[src/rtl/ps2_keyboard.sv]
// PS/2 keyboard front end: receives set-2 scan-code frames, tracks make/break,
// E0 prefix, Shift and Caps Lock, and emits translated ASCII with a kdone strobe.
// Optional build macro PS2_NOREPEAT_EN suppresses typematic repeats of the last make.
module ps2_keyboard #(
  parameter int unsigned TIMEOUT_CYC = 25000
) (
  input  logic       clock,
  input  logic       reset,
  input  logic       ps2_clk,
  input  logic       ps2_dat,
  output logic       kdone,
  output logic [7:0] ascii,
  output logic       err
);

  localparam int unsigned TmoW = $clog2(TIMEOUT_CYC + 1);
  localparam logic [TmoW-1:0] TmoLast = TmoW'(TIMEOUT_CYC - 1);

  typedef enum logic [1:0] {StIdle, StData, StParity, StStop} rx_state_e;

  logic            clk_meta, clk_sync, clk_prev, dat_meta, dat_sync;
  logic            fall;
  rx_state_e       state_q, state_d;
  logic [2:0]      bit_cnt_q, bit_cnt_d;
  logic [7:0]      shreg_q, shreg_d;
  logic            par_q, par_d;
  logic [TmoW-1:0] tmo_q, tmo_d;
  logic            byte_valid, rx_err;

  logic            ext_q, ext_d, rel_q, rel_d, shift_q, shift_d, caps_q, caps_d;
  logic            kdone_q, kdone_d, err_q;
  logic [7:0]      ascii_q, ascii_d;
  logic [7:0]      code;
  logic [8:0]      map_res;
  logic            rpt_hit;
`ifdef PS2_NOREPEAT_EN
  logic [7:0]      last_code_q, last_code_d;
  logic            last_ext_q, last_ext_d, last_v_q, last_v_d;
`endif

  // Two-flop synchronisers plus a history flop for clock falling-edge detection
  always_ff @(posedge clock or posedge reset) begin
    if (reset) begin
      clk_meta <= 1'b1;
      clk_sync <= 1'b1;
      clk_prev <= 1'b1;
      dat_meta <= 1'b1;
      dat_sync <= 1'b1;
    end else begin
      clk_meta <= ps2_clk;
      clk_sync <= clk_meta;
      clk_prev <= clk_sync;
      dat_meta <= ps2_dat;
      dat_sync <= dat_meta;
    end
  end

  assign fall = clk_prev & ~clk_sync;

  // Receiver state and datapath registers
  always_ff @(posedge clock or posedge reset) begin
    if (reset) begin
      state_q   <= StIdle;
      bit_cnt_q <= '0;
      shreg_q   <= '0;
      par_q     <= 1'b0;
      tmo_q     <= '0;
    end else begin
      state_q   <= state_d;
      bit_cnt_q <= bit_cnt_d;
      shreg_q   <= shreg_d;
      par_q     <= par_d;
      tmo_q     <= tmo_d;
    end
  end

  // Receiver next state: frame bits on falling edges, mid-frame inactivity timeout
  always_comb begin
    state_d    = state_q;
    bit_cnt_d  = bit_cnt_q;
    shreg_d    = shreg_q;
    par_d      = par_q;
    tmo_d      = '0;
    byte_valid = 1'b0;
    rx_err     = 1'b0;
    unique case (state_q)
      StIdle: begin
        if (fall) begin
          if (!dat_sync) begin
            state_d   = StData;
            bit_cnt_d = '0;
            par_d     = 1'b0;
          end else begin
            rx_err = 1'b1;
          end
        end
      end
      StData: begin
        if (fall) begin
          shreg_d   = {dat_sync, shreg_q[7:1]};
          par_d     = par_q ^ dat_sync;
          bit_cnt_d = bit_cnt_q + 3'd1;
          if (bit_cnt_q == 3'd7) state_d = StParity;
        end
      end
      StParity: begin
        if (fall) begin
          par_d   = par_q ^ dat_sync;
          state_d = StStop;
        end
      end
      StStop: begin
        if (fall) begin
          // par_q is 1 exactly when data plus parity bit hold an odd number of ones
          if (dat_sync && par_q) byte_valid = 1'b1;
          else                   rx_err     = 1'b1;
          state_d = StIdle;
        end
      end
      default: state_d = StIdle;
    endcase
    if (state_q != StIdle && !fall) begin
      if (tmo_q == TmoLast) begin
        state_d = StIdle;
        rx_err  = 1'b1;
      end else begin
        tmo_d = tmo_q + TmoW'(1);
      end
    end
  end

  // Set-2 to ASCII translation; bit 8 flags a mapped key
  function automatic logic [8:0] key_map(input logic [7:0] sc, input logic ext,
                                         input logic upper, input logic shifted);
    logic [7:0] letter;
    key_map = '0;
    letter  = '0;
    if (ext) begin
      case (sc)
        8'h75:   key_map = {1'b1, 8'h80};
        8'h72:   key_map = {1'b1, 8'h81};
        8'h6B:   key_map = {1'b1, 8'h82};
        8'h74:   key_map = {1'b1, 8'h83};
        8'h5A:   key_map = {1'b1, 8'h0D};
        default: key_map = '0;
      endcase
    end else begin
      case (sc)
        8'h1C: letter = 8'h61;  8'h32: letter = 8'h62;  8'h21: letter = 8'h63;
        8'h23: letter = 8'h64;  8'h24: letter = 8'h65;  8'h2B: letter = 8'h66;
        8'h34: letter = 8'h67;  8'h33: letter = 8'h68;  8'h43: letter = 8'h69;
        8'h3B: letter = 8'h6A;  8'h42: letter = 8'h6B;  8'h4B: letter = 8'h6C;
        8'h3A: letter = 8'h6D;  8'h31: letter = 8'h6E;  8'h44: letter = 8'h6F;
        8'h4D: letter = 8'h70;  8'h15: letter = 8'h71;  8'h2D: letter = 8'h72;
        8'h1B: letter = 8'h73;  8'h2C: letter = 8'h74;  8'h3C: letter = 8'h75;
        8'h2A: letter = 8'h76;  8'h1D: letter = 8'h77;  8'h22: letter = 8'h78;
        8'h35: letter = 8'h79;  8'h1A: letter = 8'h7A;
        8'h45: key_map = {1'b1, shifted ? 8'h29 : 8'h30};
        8'h16: key_map = {1'b1, shifted ? 8'h21 : 8'h31};
        8'h1E: key_map = {1'b1, shifted ? 8'h40 : 8'h32};
        8'h26: key_map = {1'b1, shifted ? 8'h23 : 8'h33};
        8'h25: key_map = {1'b1, shifted ? 8'h24 : 8'h34};
        8'h2E: key_map = {1'b1, shifted ? 8'h25 : 8'h35};
        8'h36: key_map = {1'b1, shifted ? 8'h5E : 8'h36};
        8'h3D: key_map = {1'b1, shifted ? 8'h26 : 8'h37};
        8'h3E: key_map = {1'b1, shifted ? 8'h2A : 8'h38};
        8'h46: key_map = {1'b1, shifted ? 8'h28 : 8'h39};
        8'h29: key_map = {1'b1, 8'h20};
        8'h5A: key_map = {1'b1, 8'h0D};
        8'h66: key_map = {1'b1, 8'h08};
        8'h0D: key_map = {1'b1, 8'h09};
        8'h76: key_map = {1'b1, 8'h1B};
        default: letter = '0;
      endcase
      if (letter != 8'h00) key_map = {1'b1, upper ? letter - 8'h20 : letter};
    end
  endfunction

  assign code    = shreg_q;
  assign map_res = key_map(code, ext_q, shift_q ^ caps_q, shift_q);

  // Decoder and output registers
  always_ff @(posedge clock or posedge reset) begin
    if (reset) begin
      ext_q   <= 1'b0;
      rel_q   <= 1'b0;
      shift_q <= 1'b0;
      caps_q  <= 1'b0;
      kdone_q <= 1'b0;
      err_q   <= 1'b0;
      ascii_q <= 8'h00;
`ifdef PS2_NOREPEAT_EN
      last_code_q <= 8'h00;
      last_ext_q  <= 1'b0;
      last_v_q    <= 1'b0;
`endif
    end else begin
      ext_q   <= ext_d;
      rel_q   <= rel_d;
      shift_q <= shift_d;
      caps_q  <= caps_d;
      kdone_q <= kdone_d;
      err_q   <= rx_err;
      ascii_q <= ascii_d;
`ifdef PS2_NOREPEAT_EN
      last_code_q <= last_code_d;
      last_ext_q  <= last_ext_d;
      last_v_q    <= last_v_d;
`endif
    end
  end

  // Decoder next state: prefixes, modifiers, translation and repeat filtering
  always_comb begin
    ext_d   = ext_q;
    rel_d   = rel_q;
    shift_d = shift_q;
    caps_d  = caps_q;
    kdone_d = 1'b0;
    ascii_d = ascii_q;
    rpt_hit = 1'b0;
`ifdef PS2_NOREPEAT_EN
    last_code_d = last_code_q;
    last_ext_d  = last_ext_q;
    last_v_d    = last_v_q;
`endif
    if (byte_valid) begin
      if (code == 8'hE0) begin
        ext_d = 1'b1;
      end else if (code == 8'hF0) begin
        rel_d = 1'b1;
      end else begin
        ext_d = 1'b0;
        rel_d = 1'b0;
        if (code == 8'h12 || code == 8'h59) begin
          shift_d = ~rel_q;
        end else if (code == 8'h58) begin
          if (!rel_q) caps_d = ~caps_q;
        end else if (!rel_q) begin
`ifdef PS2_NOREPEAT_EN
          rpt_hit     = last_v_q && last_code_q == code && last_ext_q == ext_q;
          last_code_d = code;
          last_ext_d  = ext_q;
          last_v_d    = 1'b1;
`endif
          if (map_res[8] && !rpt_hit) begin
            kdone_d = 1'b1;
            ascii_d = map_res[7:0];
          end
        end else begin
`ifdef PS2_NOREPEAT_EN
          if (last_v_q && last_code_q == code && last_ext_q == ext_q) last_v_d = 1'b0;
`endif
        end
      end
    end
  end

  assign kdone = kdone_q;
  assign ascii = ascii_q;
  assign err   = err_q;

endmodule

[config.mk]
export PLATFORM = sky130hd
export DESIGN_NAME = ps2_keyboard
export DESIGN_NICKNAME = d
export VERILOG_FILES = /design/src/rtl/ps2_keyboard.sv
export SDC_FILE = /design/constraint.sdc
export NUM_CORES = 1
export LEC_CHECK = 0
export CORE_ASPECT_RATIO = 1.75
export CORE_UTILIZATION = 66
export CTS_BUF_LIST = sky130_fd_sc_hd__clkbuf_16
export CTS_CLUSTER_SIZE = 10
export DETAILED_ROUTE_END_ITERATION = 7
export GPL_ROUTABILITY_DRIVEN = 0
export GPL_TIMING_DRIVEN = 0
export HOLD_SLACK_MARGIN = 0.1
export PLACE_DENSITY = 0.95
export RECOVER_POWER = 100
export SYNTH_ARGS = -nofsm -noshare
export SYNTH_HDL_FRONTEND = slang
export SYNTH_SLANG_ARGS = --single-unit
[constraint.sdc]
create_clock -name clock -period 4.2 [get_ports clock]
set_clock_uncertainty 0.05 [all_clocks]
set_input_delay 0.63 -clock clock [delete_from_list [all_inputs] [get_ports clock]]
set_output_delay 0.63 -clock clock [all_outputs]
set_load 0.01 [all_outputs]
-- Yosys cells after proc, flatten, opt, wreduce, memory -nomap -nowiden
Cells that the tools add are included.
W data, S select, Z words.
- register bits after elaboration: 48
- bits of input ports: 4
- output and inout bits: 10
- logic and storage cells: 164
- add/sub/neg operators: 3
- equal/unequal tests: 60
- multiplexer cells: 56
- bitwise operators: 10
- reductions and logical operators: 18
- operator list (operator ; number):
    $eq A8 B6 Y1 const B ; 23
    $pmux W7 S26 ; 1
    $pmux W9 S15 ; 1
    $eq A8 B7 Y1 const B ; 16
    $eq A8 B5 Y1 const B ; 8
    $pmux W9 S5 ; 1
    $mux W5 ; 8
    $mux W15 ; 2
    $mux W1 ; 22
    $mux W9 ; 2
    $eq A8 B8 Y1 const B ; 2
    $mux W2 ; 8
    $mux W8 ; 2
    $add A15 B1 Y15 const B ; 1
    $eq A15 B15 Y1 const B ; 1
    $mux W7 ; 2
    $reduce_and A4 Y1 ; 3
    $mux W3 ; 3
    $eq A8 B4 Y1 const B ; 1
    $ne A2 B2 Y1 const B ; 4
    $pmux W2 S4 ; 1
    $reduce_bool A8 Y1 ; 1
    $sub A8 B6 Y8 const B ; 1
    $not A1 Y1 ; 7
    other kinds (18) ; 26

-- Logic depth before layout (Yosys ltp)
- depth after elaboration: 14
- gate-level depth with buffers: 11
- gate-level depth less buffers: 9

-- Worst setup path before layout
OpenSTA, ideal clock, no wires.
- kind: reg-to-reg
- start: register shreg_q[3], in the netlist code[3]
- end: register ascii_q[5], in the netlist ascii[5]
- setup time: 0.078 ns
- arrival: 2.545 ns
- required time: 4.072 ns
- slack: 1.527 ns
- stages on the path, launching flop included: 11
- path buffers: 3
- period minus slack after synthesis: 2.673 ns
- cells stage by stage: dfrtp_1 buf_2 and4b_1 buf_6 a32o_1 or4b_1 buf_4 nor2_2 ha_1 o2111ai_1 o2bb2ai_1
- word-level cells in the longest chain between the ends: 7
- elaborated cells on any way between the ends: 65
- classes of those cells: add/sub (1); eq/ne (50); mux (7); bitwise (4); reduce/logical (3)
- ends and longest elaborated chain (item ; RTL line ; RTL):
    from (decl) ; 25 ; logic [7:0] shreg_q, shreg_d;
    from (signal assigned) ; 71 ; shreg_q <= shreg_d;
    $eq A8 B5 Y1, or another cell as far along ; 148 ; case (sc)
    $pmux W7 S26 ; 148 ;
    $mux W8 ; 138 ; if (ext) begin
    $sub A8 B6 Y8 / $reduce_bool A8 Y1 (equally long branches) ; 175 ; if (letter != 8'h00) key_map = {1'b1, upper ? letter - 8'h20 : letter};
    $mux W8 / $mux W9 (equally long branches) ; 175 ;
    $mux W9 (on tied branches) ; 175, 138 ;
    $mux W9 / $reduce_and A7 Y1 (equally long branches) ; -- ;
    to (signal assigned) ; 204 ; ascii_q <= ascii_d;
    to (decl) ; 32 ; logic [7:0] ascii_q, ascii_d;
Several ways; a longest one is shown, not always the timed one. The select of a mux whose other input is x is not followed.
A chain may end at the register's enable or synchronous reset.

-- Worst setup path in the final report
- start: register shreg_q[2], in the netlist code[2]
- end: register ascii_q[1], in the netlist ascii[1]
The elaborated chain is that of the path after synthesis.

==> metrics.md <==
| Metric | Value |
|---|---|
| Clock Latency Late Sink | a little under 0.3 ns |
| Highest net fanout along the worst path | 10 |
| Number of distinct library cells after synthesis | 70 |
| Post-Place Cell Area | around 3500 um2 |
| Cells resized by post-CTS repair | 0 |
| Area leader, netlist | sky130_fd_sc_hd__dfrtp_1 |
| Primary FF master, synth | sky130_fd_sc_hd__dfrtp_1 |
| Setup repair after global routing missed its margin | false |
| Total negative slack for setup checks | 0 ns |
| Vias in the first global route | ~3200 |
| Number of antenna violations at the first check in global routing | 0 |
| Antenna fix cells | 0 |
| Share of Yosys cell area claimed by the top area cell type | between 30 and 40% |
| Number of placed instances, taps included | 430 |
| Detail-routed net length per standard cell | 20.33 um |
| Fin. max-slew vios | 0 |
| Final critical-path share of the clock period | 80.86% |
| CTS Buf Count | 5 |
| Total vias in the final route | around 3100 |
| H-tree Lvls | 2 |
| Top cells by count, synth | 44 x sky130_fd_sc_hd__nor2_1, 43 x sky130_fd_sc_hd__dfrtp_1, 27 x sky130_fd_sc_hd__nand2_1 |
| Arrival time at the worst endpoint | around 3.5 ns |
| Class of the tightest hold or removal check | reg -> reg |
| Setup bufs post-CTS | 0 |
| Count of non-filler cells in the finished layout | 438 |
| Worst ir drop on vdd | 0.5507 mV |
| First-pass GRT wire length | 14870 um |
| Max-cap viol count | 0 |
| Grt total ovfl | 0 |
| DRT antenna net count | 0 |
| Result of the run | completed |
| Filler Cell Count | 308 |
| Core ar. | about 4700 um2 |
| HPWL after detailed placement | 5939 um |
| Clk sink count | 48 |
| Critical Path Source Type | register |
| Crit path kind | reg -> reg |
| Number of iterations in the first detailed-routing pass | 6 |
| Clock transition at the register clock pins on the worst setup and hold paths after CTS | about 0.070 ns |
| Largest net degree at the start of global routing | 28 |
| Total Routing Usage GR | approximately 36% |
| Clock tree from TritonCTS | done |
| Final min period | about 3.4 ns |
| Cells taking the most area after synthesis | sky130_fd_sc_hd__dfrtp_1 33%, sky130_fd_sc_hd__nor2_1 5.0%, sky130_fd_sc_hd__dfstp_2 4.0% |
| X dimension of the die | about 55 um |
| Power density of the placed cells | ~470 nW/um2 |
| Maximum clock rate | 294.5 MHz |
| Number of cells produced by synthesis | between 300 and 400 |
| Leak Pwr | between 1.5 and 2 nW |
| Vertical die dimension | around 95 um |
| Detailed router's first-iteration violation count | roughly 440 |
| Initial core utilization | between 60% and 70% |
| Ys async rst share | 100.0% |
| Clk root buf | sky130_fd_sc_hd__clkbuf_16 |
| Count of final hold-check violations | 0 |
| Ports | 14 |
| Row cnt | 33 |
| Number of synthesized flops with an enable pin | 0 |
| Synth warnings | 0 |
| Final WL | roughly 9000 um |
| Share of post-route cells with drive strength above 1 | under 10% |
| Total of buffers placed on input and output ports | 13 |
| Mean cell area of the mapped netlist | around 9 um2 |
| Most common cell in the synthesized netlist | sky130_fd_sc_hd__nor2_1 |
| Nets | approximately 400 |
| Number of design rule violations left after detail routing | 0 |
| Relative area change from synthesis to final layout | 11.54% |
| Yosys reg bits | between 40 and 50 |
| Final Hold Slack | 0.3056 ns |
| Worst Setup End Kind | register |
| Synth Cell Area | 3276 um2 |
| # setup viols final | 0 |
| Mean number of vias per cell | between 7 and 8 |
| Sequential fraction of the synthesis area | 36.86% |
| Nets in the synthesized netlist | between 300 and 400 |
| Rel. slew slack | less than 1% |
| CP Data Required Time | ~4.3 ns |
| Post-route core utilization | about 78% |
| Transition time of the tightest slew-check pin | around 1.5 ns |
| Cts hold-fix bufs | 0 |
| Final Instance Area | about 3700 um2 |
| Buffers from clock root to sink, at most | 2 |
| Die outline area | 5260 um2 |
==> stage by stage <==
stage / total power [W] / setup WS [ns]
5_1_grt: 0.001802 / 0.5220
2_1_floorplan: 0.001034 / 1.527
3_5_place_dp: 0.001184 / 1.040
3_3_place_gp: 0.001154 / 1.075
6_report: 0.001713 / 0.8041
4_1_cts: 0.001705 / 1.023
==> layout by cell type (no fill, tap or decap), types with 3 or more instances in the layout <==
| master | n |
|---|---|
| sky130_fd_sc_hd__nand3_1 | 11 |
| sky130_fd_sc_hd__o211ai_1 | 4 |
| sky130_fd_sc_hd__o2bb2ai_1 | 3 |
| sky130_fd_sc_hd__a31oi_1 | 4 |
| sky130_fd_sc_hd__nor2b_1 | 8 |
| sky130_fd_sc_hd__a21oi_1 | 18 |
| sky130_fd_sc_hd__inv_1 | 14 |
| sky130_fd_sc_hd__buf_6 | 4 |
| sky130_fd_sc_hd__nor4b_1 | 4 |
| sky130_fd_sc_hd__dlygate4sd3_1 | 13 |
| sky130_fd_sc_hd__buf_2 | 4 |
| sky130_fd_sc_hd__nor2_1 | 44 |
| sky130_fd_sc_hd__nor3_1 | 3 |
| sky130_fd_sc_hd__nand3b_1 | 3 |
| sky130_fd_sc_hd__o22ai_1 | 4 |
| sky130_fd_sc_hd__nor4bb_1 | 3 |
| sky130_fd_sc_hd__nor4_1 | 4 |
| sky130_fd_sc_hd__and3_1 | 3 |
| sky130_fd_sc_hd__clkbuf_1 | 14 |
| sky130_fd_sc_hd__dfrtp_1 | 43 |
| sky130_fd_sc_hd__mux2_2 | 7 |
| sky130_fd_sc_hd__dfstp_2 | 3 |
| sky130_fd_sc_hd__xor2_1 | 13 |
| sky130_fd_sc_hd__or3_1 | 5 |
| sky130_fd_sc_hd__mux2i_1 | 5 |
| sky130_fd_sc_hd__clkbuf_16 | 5 |
| sky130_fd_sc_hd__o2111ai_1 | 3 |
| sky130_fd_sc_hd__nand2_1 | 27 |
| sky130_fd_sc_hd__nand2b_1 | 5 |
| sky130_fd_sc_hd__nand4bb_1 | 5 |
| sky130_fd_sc_hd__xnor2_1 | 4 |
| sky130_fd_sc_hd__o22a_1 | 4 |
| sky130_fd_sc_hd__ha_1 | 10 |
| sky130_fd_sc_hd__o21ai_0 | 21 |
| sky130_fd_sc_hd__or4b_1 | 3 |
| sky130_fd_sc_hd__nor3b_1 | 4 |
| sky130_fd_sc_hd__a32o_1 | 5 |
==> cell type report <==
cell class / instances / area [um2] / area share [%]
well taps: 52 / 65.06 / 1.781
clock inverters: 3 / 63.81 / 1.747
multi-input cells: 280 / 1881 / 51.47
plain buffers: 23 / 128.9 / 3.527
inverters: 13 / 48.80 / 1.336
flip-flops and latches: 48 / 1207 / 33.05
clock buffers: 5 / 125.1 / 3.425
repair buffers: 14 / 133.9 / 3.664
==> power by group <==
part           total [W]  internal (W)  switching (W)
clock           0.000505      0.000339       0.000166
combinational   0.000623      0.000221       0.000402
sequential      0.000585      0.000519      0.0000658
==> critical path, cell delays in order (launching register included) <==
cell and delay, ns:
sky130_fd_sc_hd__dfrtp_1 0.32, sky130_fd_sc_hd__clkbuf_1 0.33, sky130_fd_sc_hd__clkbuf_1 0.36, sky130_fd_sc_hd__clkbuf_1 0.42, sky130_fd_sc_hd__nor4_1 0.09, sky130_fd_sc_hd__a41oi_1 0.47
sky130_fd_sc_hd__o2111ai_1 0.35, sky130_fd_sc_hd__nor2_1 0.18, sky130_fd_sc_hd__o31a_1 0.23, sky130_fd_sc_hd__buf_6 0.16, sky130_fd_sc_hd__mux2_1 0.32
==> state kept, by name (all words and copies together), names as in the netlist, 2 cells and up <==
name       count
ascii          8
code           8
state_q        2
tmo_q         15
bit_cnt_q      3
==> logic make-up (layout without fill, tap and decap cells) <==
family	after synthesis	after routing	share of synthesized area, %
DFF	48	48	36.86
adders and majority gates	10	10	3.820
buffers and inverters	36	58	5.615
muxes	13	13	4.393
and+or+nand+nor	147	147	25.10
AOI/OAI and AO/OA	93	93	19.67
xor gates and xnor gates	17	17	4.545
==> worst paths after layout <==
check | to | slack [ns] | depth (start not counted) | from
setup reg to reg | ascii[1] | 0.80 | 10 | code[2]
setup / recovery | ascii[1] | 0.80 | 10 | code[2]
max in group asynchronous | tmo_q[4] | 1.40 | 3 | reset
hold / removal | dat_sync | 0.31 | 0 | dat_meta
hold reg to reg | dat_sync | 0.31 | 0 | dat_meta
min in group asynchronous | rel_q | 0.88 | 2 | reset
==> metal layers <==
metal  routed length [um]  GRT usage [%]
met2                 4477          61.45
met5                    0              0
met4                  679          28.96
met1                 3065          37.86
met3                  684          9.091
Power figures use the tool's default switching activity.
